**src/rtl/layer_arb_pkg.sv**
```systemverilog
// Shared types and defaults for the frame-synchronous layer arbiter.
package layer_arb_pkg;

  localparam int NUM_LAYERS_DEF = 4;
  localparam int IDX_W_DEF      = $clog2(NUM_LAYERS_DEF);
  localparam int RGB_W_DEF      = 8;

  typedef enum logic {
    IDLE   = 1'b0,
    COMMIT = 1'b1
  } arb_state_t;

  typedef struct packed {
    logic [IDX_W_DEF-1:0] prio;
    logic                 en;
  } layer_cfg_t;

endpackage

```
**src/rtl/layer_prio_select.sv**
```systemverilog
// Combinational minimum-priority search; on equal priority the lower layer index wins.
module layer_prio_select #(
  parameter int NUM_LAYERS = 4,
  parameter int IDX_W      = 2
) (
  input  logic [NUM_LAYERS-1:0]            req,
  input  logic [NUM_LAYERS-1:0][IDX_W-1:0] prio,
  output logic [IDX_W-1:0]                 idx,
  output logic                             valid
);

  logic [IDX_W-1:0] best;

  always_comb begin
    idx   = '0;
    valid = 1'b0;
    best  = '0;
    // strict compare keeps the earliest (lowest index) entry on ties
    for (int i = 0; i < NUM_LAYERS; i++) begin
      if (req[i] && (!valid || (prio[i] < best))) begin
        valid = 1'b1;
        idx   = IDX_W'(i);
        best  = prio[i];
      end
    end
  end

endmodule

```
**src/rtl/layer_arbiter.sv**
```systemverilog
// Per-pixel layer arbiter with double-buffered priority/enable tables swapped at start of frame.
// Optional collision flags are built only when COLLISION_DETECT_EN is defined.
module layer_arbiter
  import layer_arb_pkg::*;
#(
  parameter int NUM_LAYERS = NUM_LAYERS_DEF,
  parameter int RGB_W      = RGB_W_DEF,
  parameter int IDX_W      = $clog2(NUM_LAYERS)
) (
  input  logic                        clk,
  input  logic                        resetN,
  input  logic                        startOfFrame,
  input  logic                        cfg_wr,
  output logic                        cfg_ready,
  input  logic [IDX_W-1:0]            cfg_layer,
  input  logic [IDX_W-1:0]            cfg_prio,
  input  logic                        cfg_enable,
  input  logic [NUM_LAYERS-1:0]       layer_req,
  input  logic [NUM_LAYERS*RGB_W-1:0] layer_rgb,
  input  logic [RGB_W-1:0]            bg_rgb,
  output logic [RGB_W-1:0]            RGBOut,
  output logic [IDX_W-1:0]            winner_idx,
  output logic                        winner_valid,
  output logic [NUM_LAYERS-1:0]       collision_out
);

  arb_state_t state, state_nxt;
  logic       rdy;
  logic       commit;
  logic       cfg_accept;
  logic       cfg_in_range;

  logic [NUM_LAYERS-1:0][IDX_W-1:0] pend_prio, act_prio;
  logic [NUM_LAYERS-1:0]            pend_en,   act_en;

  logic [NUM_LAYERS-1:0]       req_p1;
  logic [NUM_LAYERS*RGB_W-1:0] rgb_p1;
  logic [RGB_W-1:0]            bg_p1;
  logic                        vld_p1;

  logic [IDX_W-1:0] sel_idx;
  logic             sel_vld;

  logic [RGB_W-1:0] rgb_p2;
  logic [IDX_W-1:0] idx_p2;
  logic             win_p2;
  logic             vld_p2;

  always_ff @(posedge clk or negedge resetN) begin
    if (!resetN) begin
      state <= IDLE;
      rdy   <= 1'b0;
    end else begin
      state <= state_nxt;
      rdy   <= 1'b1;
    end
  end

  // The snapshot is taken on the edge that enters COMMIT, so a write accepted
  // in that same IDLE cycle lands in pending after the copy.
  always_comb begin
    state_nxt = state;
    cfg_ready = 1'b0;
    commit    = 1'b0;
    case (state)
      IDLE: begin
        cfg_ready = rdy;
        if (startOfFrame) begin
          commit    = 1'b1;
          state_nxt = COMMIT;
        end
      end
      COMMIT:  state_nxt = IDLE;
      default: state_nxt = IDLE;
    endcase
  end

  assign cfg_accept   = cfg_wr && cfg_ready;
  assign cfg_in_range = (int'(cfg_layer) < NUM_LAYERS);

  always_ff @(posedge clk or negedge resetN) begin
    if (!resetN) begin
      for (int i = 0; i < NUM_LAYERS; i++) begin
        pend_prio[i] <= IDX_W'(i);
        act_prio[i]  <= IDX_W'(i);
      end
      pend_en <= '1;
      act_en  <= '1;
    end else begin
      if (commit) begin
        act_prio <= pend_prio;
        act_en   <= pend_en;
      end
      if (cfg_accept && cfg_in_range) begin
        pend_prio[cfg_layer] <= cfg_prio;
        pend_en[cfg_layer]   <= cfg_enable;
      end
    end
  end

  // ---- stage 1: capture enabled requests and colours ----
  always_ff @(posedge clk) begin
    req_p1 <= layer_req & act_en;
    rgb_p1 <= layer_rgb;
    bg_p1  <= bg_rgb;
  end

  always_ff @(posedge clk or negedge resetN) begin
    if (!resetN) begin
      vld_p1 <= 1'b0;
      vld_p2 <= 1'b0;
    end else begin
      vld_p1 <= 1'b1;
      vld_p2 <= vld_p1;
    end
  end

  // ---- stage 2: priority search on the active table, register result ----
  layer_prio_select #(
    .NUM_LAYERS (NUM_LAYERS),
    .IDX_W      (IDX_W)
  ) u_select (
    .req   (req_p1),
    .prio  (act_prio),
    .idx   (sel_idx),
    .valid (sel_vld)
  );

  always_ff @(posedge clk) begin
    win_p2 <= sel_vld;
    idx_p2 <= sel_vld ? sel_idx : '0;
    rgb_p2 <= sel_vld ? rgb_p1[int'(sel_idx)*RGB_W +: RGB_W] : bg_p1;
  end

  // Data registers are not reset; the valid chain blanks the outputs instead.
  assign RGBOut       = vld_p2 ? rgb_p2 : '0;
  assign winner_idx   = vld_p2 ? idx_p2 : '0;
  assign winner_valid = vld_p2 && win_p2;

`ifdef COLLISION_DETECT_EN
  logic [NUM_LAYERS-1:0] acc;
  logic [NUM_LAYERS-1:0] hit;
  logic [NUM_LAYERS-1:0] coll;

  // More than one bit set means every enabled requester overlaps another.
  assign hit = (vld_p1 && ((req_p1 & (req_p1 - NUM_LAYERS'(1))) != '0)) ? req_p1 : '0;

  always_ff @(posedge clk or negedge resetN) begin
    if (!resetN) begin
      acc  <= '0;
      coll <= '0;
    end else if (commit) begin
      coll <= acc | hit;
      acc  <= '0;
    end else begin
      acc <= acc | hit;
    end
  end

  assign collision_out = coll;
`else
  assign collision_out = '0;
`endif

endmodule
```
**config.mk**
```make
export PLATFORM = sky130hd
export DESIGN_NAME = layer_arbiter
export DESIGN_NICKNAME = d
export VERILOG_FILES = /design/src/rtl/layer_arb_pkg.sv /design/src/rtl/layer_prio_select.sv /design/src/rtl/layer_arbiter.sv
export SDC_FILE = /design/constraint.sdc
export NUM_CORES = 1
export LEC_CHECK = 0
export ABC_AREA = 1
export CAP_MARGIN = 20
export CORE_ASPECT_RATIO = 2
export CORE_MARGIN = 5
export CORE_UTILIZATION = 53
export CTS_CLUSTER_DIAMETER = 30
export DETAILED_ROUTE_END_ITERATION = 6
export GPL_TIMING_DRIVEN = 0
export PLACE_DENSITY = 0.89
export SLEW_MARGIN = 20
export SYNTH_ARGS = -nofsm -noshare
export SYNTH_HDL_FRONTEND = slang
export SYNTH_SLANG_ARGS = --single-unit
export TNS_END_PERCENT = 100
```
**constraint.sdc**
```tcl
create_clock -name clk -period 7.2 [get_ports clk]
set_clock_uncertainty 0.15 [all_clocks]
set_input_delay 1.44 -clock clk [delete_from_list [all_inputs] [get_ports clk]]
set_output_delay 1.44 -clock clk [all_outputs]
set_load 0.01 [all_outputs]
```
==> results of run 1 <==
[layout by cell type, fill, tap and decap left out, types with 3 or more instances in the layout]
master and count:
nand3b_1 8, nand3_1 12, inv_1 54, nand2_4 3
dfxtp_1 55, nand2_2 7, nor3_1 3, dfrtp_1 11
nand3_2 9, clkbuf_1 3, dfstp_2 16, clkbuf_16 10
nor2_1 19, ha_1 3, nand2_1 97, o21ai_0 22
buf_4 5, conb_1 5, clkdlybuf4s50_1 63
[through the flow]
stage	power (mW)	instances	worst slack [ns]	util, %	cell area, sq um
2_1_floorplan	0.745	345	4.11	-	3080
3_3_place_gp	0.832	470	3.83	67.0	3790
3_5_place_dp	0.847	470	3.68	67.0	3790
4_1_cts	1.30	486	3.66	72.4	4100
5_1_grt	1.36	486	3.33	72.3	4100
6_report	1.29	486	3.70	72.3	4100
[cell usage after synthesis (all sizes together)]
cell type  count
nand2        109
dfxtp         55
inv           55
o21ai         22
nand3         21
nor2          21
dfstp         16
dfrtp         11
nand3b         8
buf            6
a21oi          3
clkbuf         3
ha             3
nor3           3
conb           2
clkinv         1
mux2           1
nand4          1
or2            1
[sequential cells by signal, indices dropped and copies added (netlist names)]
signal	count
bg_p1	8
state	1
vld_p1	1
idx_p2	2
vld_p2	1
act_prio	8
pend_en	4
pend_prio	8
act_en	4
req_p1	4
rgb_p2	8
rgb_p1	32
win_p2	1
[layer usage]
layer | routed length, um | global-route usage, % | part of all wire [%]
met5 | 0 | 0 | 0
met3 | 367 | 4.30 | 5.6
met4 | 336 | 12.9 | 5.1
met1 | 2120 | 16.4 | 32
met2 | 3710 | 35.1 | 57
[path summary, 6_finish.rpt]
kind                                   to  slack [ns]      start
worst min register to register     vld_p2        0.23     vld_p1
worst min-delay path               vld_p2        0.23     vld_p1
max in group asynchronous       act_en[3]        5.56     resetN
worst max register to register  rgb_p2[7]        3.70  req_p1[0]
worst max-delay path            rgb_p2[7]        3.70  req_p1[0]
min in group asynchronous          vld_p1        0.95     resetN
[cell families after synthesis]
family,count (synthesis)
buf+inv,65
fa+ha+maj,3
flops,82
other cells,2
compound gates,25
mux,1
simple gates,164
[report_power, final]
part	switching, mW	total (mW)	internal [mW]
registers	0.0250	0.563	0.538
logic	0.157	0.277	0.120
clock network	0.175	0.449	0.274
total	0.357	1.29	0.932
[final cells by class]
cell class | count | share of cell area (%)
Tap cell | 61 | 1.86
Sequential cell | 82 | 43.9
Multi-Input combinational cell | 198 | 24.4
Buffer | 9 | 1.68
Clock inverter | 4 | 0.733
Timing Repair Buffer | 64 | 15.5
Clock buffer | 12 | 6.78
Inverter | 56 | 5.13
==> flow_metrics.tcl, run 1 <==
set metrics [dict create \
    status "finished, final reports clean" \
    p_per_area_nw_per_um2 315 \
    dieHeight_um 118 \
    grt_pass1_vias 2494 \
    cts_tree "built" \
    hold_viol_final 0 \
    muxShareOfSynthArea_pct 0.367 \
    die_area_sq_um 7490 \
    area.growth.synth_to_final_pct 33.6 \
    tns_ns 0 \
    hold_ws_ns 0.232 \
    finalNetCount 476 \
    io_pins 69 \
    grt.total_usage_pct 18.7 \
    numCtsBuffers 9 \
    period_share_pct 48.7 \
    reg2reg_depth 24 \
    multi_input_area_sq_um 1000 \
    cts_sinks 82 \
    startpoint_type "register" \
    first_pass_iters 4 \
    critPathTopFamily "simple AND/OR/NAND/NOR gates" \
    crit_type "register to register" \
    critPathMaxFanout 10 \
    clkLatencyLatePin_ns 0.33 \
    hold_depth 0 \
    grt_pass1_wl_um 10800 \
    cts_resized 0 \
    synth_top_area_share_pct 35.9 \
    drive_above_1_share_pct 15.5 \
    synthCells 342 \
    cts_setup_buffers 0 \
    report.final.slew_viol_count 0 \
    route.detailed.drc 0 \
    die_w_um 63.8 \
    gp_congestion 0.873 \
    synth_area_sq_um 3060 \
    synth_xor_area_share_pct 0 \
    yosysSeqAreaShare_pct 58.6 \
    rsz0062_at_grt "false" \
    ys_warn_count 0 \
    fp.coreArea_sq_um 5660 \
    vias_per_cell 4.86 \
    setup_viol 0 \
    initial_utilization_pct 54.1 \
    cp_data_required_time_ns 7.33 \
    cp-end-kind "register" \
    grt-ovfl-total 0 \
    yosys.area_share.adder_pct 1.22 \
    synth.area.top_cells "dfxtp_1 36%, dfstp_2 14%, nand2_1 12%" \
    crit_top_cell "nand2_1" \
    wire_per_inst_um 13.4 \
    vias 2360 \
    ys_ff_latch 82 \
    synth_top_cell_by_area "dfxtp_1" \
    worstPathCellList "nand2_1, ha_1, nand2_1, nand2_1, nand2_1, nand2_2, o21ai_0, ha_1, nand2_1, nand2_2, nand2_4, nand2_4, o21ai_0, ha_1, nand2_2, nand2_2, nand2_4, nand2_8, nand2_8, buf_12, nand3_2, nand2_1, nand2_1, nand2_1" \
    maxSlewHeadroom_pct 61.6 \
    crit_buf_inv 1 \
    power.leakage_nw 2.00 \
    wl_um 6530 \
    dp_hpwl_um 5040 \
    hold_path.class "register to register" \
    cts_root_buffer "clkbuf_16" \
    antenna_found_initial 0 \
    synth-compound-area-share_pct 4.21 \
    synth-simple-area-share_pct 26.2 \
    cap_violations 0 \
    synth_top_family_by_area "simple AND/OR/NAND/NOR gates" \
    cts-htree-levels 3 \
    crit_cells 24 \
    hold_buffers 0 \
    clk_pin_slew_worst_paths_ns 0.06 \
    vdd_ir_drop_max_mv 0.287 \
    syn_avg_cell_area_sq_um 8.96 \
    drt_iter0_markers 102 \
    grt_max_degree 28 \
    ys_types 27 \
    place.port_buffers 64 \
    diodes 0 \
    cts_buffer_depth 2 \
    cpPeakStageDelay_ns 0.39 \
    period_needed_ns 3.50 \
    ant_nets 0 \
    fill_cells 390 \
    regArea_sq_um 1800 \
    fmax_mhz 285 \
    critPathSlowestCell "dfxtp_1" \
    num_rows 39 \
    critical_path_arrival_ns 3.63 \
    worst_pin_slew_ns 0.575 \
]
No activity file was read; power rests on OpenSTA's default activity.
==> inputs of run 2 (changes only) <==
- CORE_UTILIZATION: 53 -> 45
- PLACE_DENSITY: 0.89 -> 0.81
- clock period: 7.2 -> 3.1 ns (I/O delays scaled with it)
==> flow_metrics.tcl, run 2 (synthesis results as in run 1) <==
set metrics [dict create \
    status "finished with violations" \
    violations "setup timing" \
    vias_per_cell 4.62 \
    initial_utilization_pct 46.3 \
    numCtsBuffers 9 \
    route.detailed.drc 0 \
    place_area_sq_um 3830 \
    dp_hpwl_um 5050 \
    combPwrFrac_pct 24.7 \
    vdd_ir_drop_max_mv 0.448 \
    p_clk_share_pct 32.6 \
    finalNetCount 487 \
    ant_nets 0 \
    grt_max_degree 28 \
    largest_register_ffs 32 \
    vias 2419 \
    cts_root_buffer "clkbuf_16" \
    die_w_um 68.4 \
    largest_register "rgb_p1" \
    grt.total_usage_pct 17.8 \
    diodes 0 \
    hold_path.class "input pin to asynchronous set/reset pin" \
    cts_sinks 82 \
    gp_congestion 0.809 \
    die_area_sq_um 8660 \
    grt-ovfl-total 0 \
    num_rows 42 \
    fp.coreArea_sq_um 6620 \
    place.port_buffers 64 \
    clkLatencyLatePin_ns 0.33 \
    startpoint_type "register" \
    maxSlewHeadroom_pct 62.0 \
    area.growth.synth_to_final_pct 42.1 \
    grt_pass1_wl_um 11100 \
    p_sw_share_pct 29.0 \
    period_needed_ns 3.14 \
    critPathMaxFanout 8 \
    power_frac_seq_pct 42.7 \
    cts_buffer_depth 2 \
    final_area_sq_um 4350 \
    fmax_mhz 318 \
    drive_above_1_share_pct 21.8 \
    final_cell_mix "90 x nand2_1, 63 x clkdlybuf4s50_1, 54 x inv_1, 54 x dfxtp_1, 20 x o21ai_0" \
    critical_path_arrival_ns 3.22 \
    postLayoutCoreUtil_pct 65.8 \
    io_pins 69 \
    intPower_mw 2.18 \
    r2r_setup_slack_ns -0.04 \
    switching_power_uw 890 \
    period_share_pct 101 \
    setup_viol 6 \
    wire_per_inst_um 13.7 \
    cp-end-kind "register" \
    cts-htree-levels 3 \
    clk_pin_slew_worst_paths_ns 0.06 \
    worst_slack_ns -0.0428 \
    p_per_area_nw_per_um2 705 \
    hold_buffers 0 \
    p_total_mw 3.07 \
    cap_violations 0 \
    wl_um 7180 \
    rsz0062_at_grt "true" \
    cts_tree "built" \
    worst_pin_slew_ns 0.570 \
    power.leakage_nw 2.08 \
    antenna_found_initial 0 \
    dieHeight_um 127 \
    first_pass_iters 4 \
    cp_data_required_time_ns 3.18 \
    final_common_cell "nand2_1" \
    drt_iter0_markers 128 \
    crit_type "register to register" \
    report.final.slew_viol_count 0 \
    grt_pass1_vias 2474 \
    hold_viol_final 0 \
]
## run 2: cell count changes in the layout (fill, tap and decap cells not counted), moves of 2 or more
cell,before,now
buf_4,5,15
nand2_2,7,11
nand2_1,97,90
nand3_1,12,4
o21ai_0,22,20
nand3_4,0,7
nand2_4,3,6
clkbuf_8,2,0
## run 2: per-layer routing
metal	up-vias	global-route usage [%]	part of all wire, %
met5	-	0	0
met4	0	10.3	5.0
met3	20	5.58	5.9
met2	84	32.0	56
met1	1107	16.6	33
li1	1208	-	-
## run 2: critical path, cell delays in order, from the launching register on
cell     delay [ns]
dfrtp_1        0.39
nand2_2        0.11
ha_4           0.21
nand2_4        0.05
nand2_2        0.06
nand2_2        0.10
nand2_4        0.07
nand2_2        0.07
o21ai_2        0.06
ha_1           0.29
nand2_1        0.10
nand2_2        0.08
nand2_4        0.07
nand2_4        0.05
nand2_1        0.05
o21ai_1        0.06
ha_1           0.28
nand2_2        0.05
nand2_2        0.08
nand2_4        0.07
nand2_8        0.09
buf_12         0.15
nand3_2        0.09
nand3_4        0.09
nand2_1        0.06
nand2_1        0.06
nand2_1        0.06
## run 2: what timing repair did
item / 4_1_cts / 5_1_grt
gates resized for setup: 18 / 18
endpoints found under the setup margin: 10 / 8
pin swaps: 9 / 22
buffers inserted: 9 / 3
## run 2: worst paths after layout
check,start,to,depth (start not counted)
min in group clk,vld_p1,vld_p2,0
max,act_prio[1],rgb_p2[0],26
max in group asynchronous,resetN,pend_prio[7],1
min,resetN,state,1
min reg2reg,vld_p1,vld_p2,0
max reg2reg,act_prio[1],rgb_p2[0],26
## run 2: final cells by class
type | count | area, sq um
fill | 520 | 2270
clock inverter | 5 | 35.0
tap | 88 | 110
buffer | 8 | 48.8
timing repair buffer | 76 | 742
sequential | 82 | 1800
multi-input combinational | 198 | 1150
clock buffer | 11 | 254
inverter | 56 | 213
## run 2: stage by stage
stage | setup slack (ns) | hold slack (ns) | TNS [ns] | instances
6_report | -0.0428 | 0.129 | -0.142 | 524
4_1_cts | 0.00240 | 0.226 | 0 | 521
3_5_place_dp | -0.382 | 0.212 | -2.97 | 497
3_3_place_gp | -0.303 | 0.211 | -2.31 | 497
2_1_floorplan | 0.00532 | 0.174 | 0 | 345
5_1_grt | -0.232 | 0.172 | -1.62 | 524
## run 2: power groups by stage
stage	Combinational (mW)	Sequential (mW)	Clock (mW)
final	0.758	1.31	1.00
after global routing	0.837	1.33	1.07
after CTS	0.703	1.31	1.02
after detailed placement	0.636	1.33	0
after global placement	0.616	1.32	0
after floorplan	0.420	1.31	0
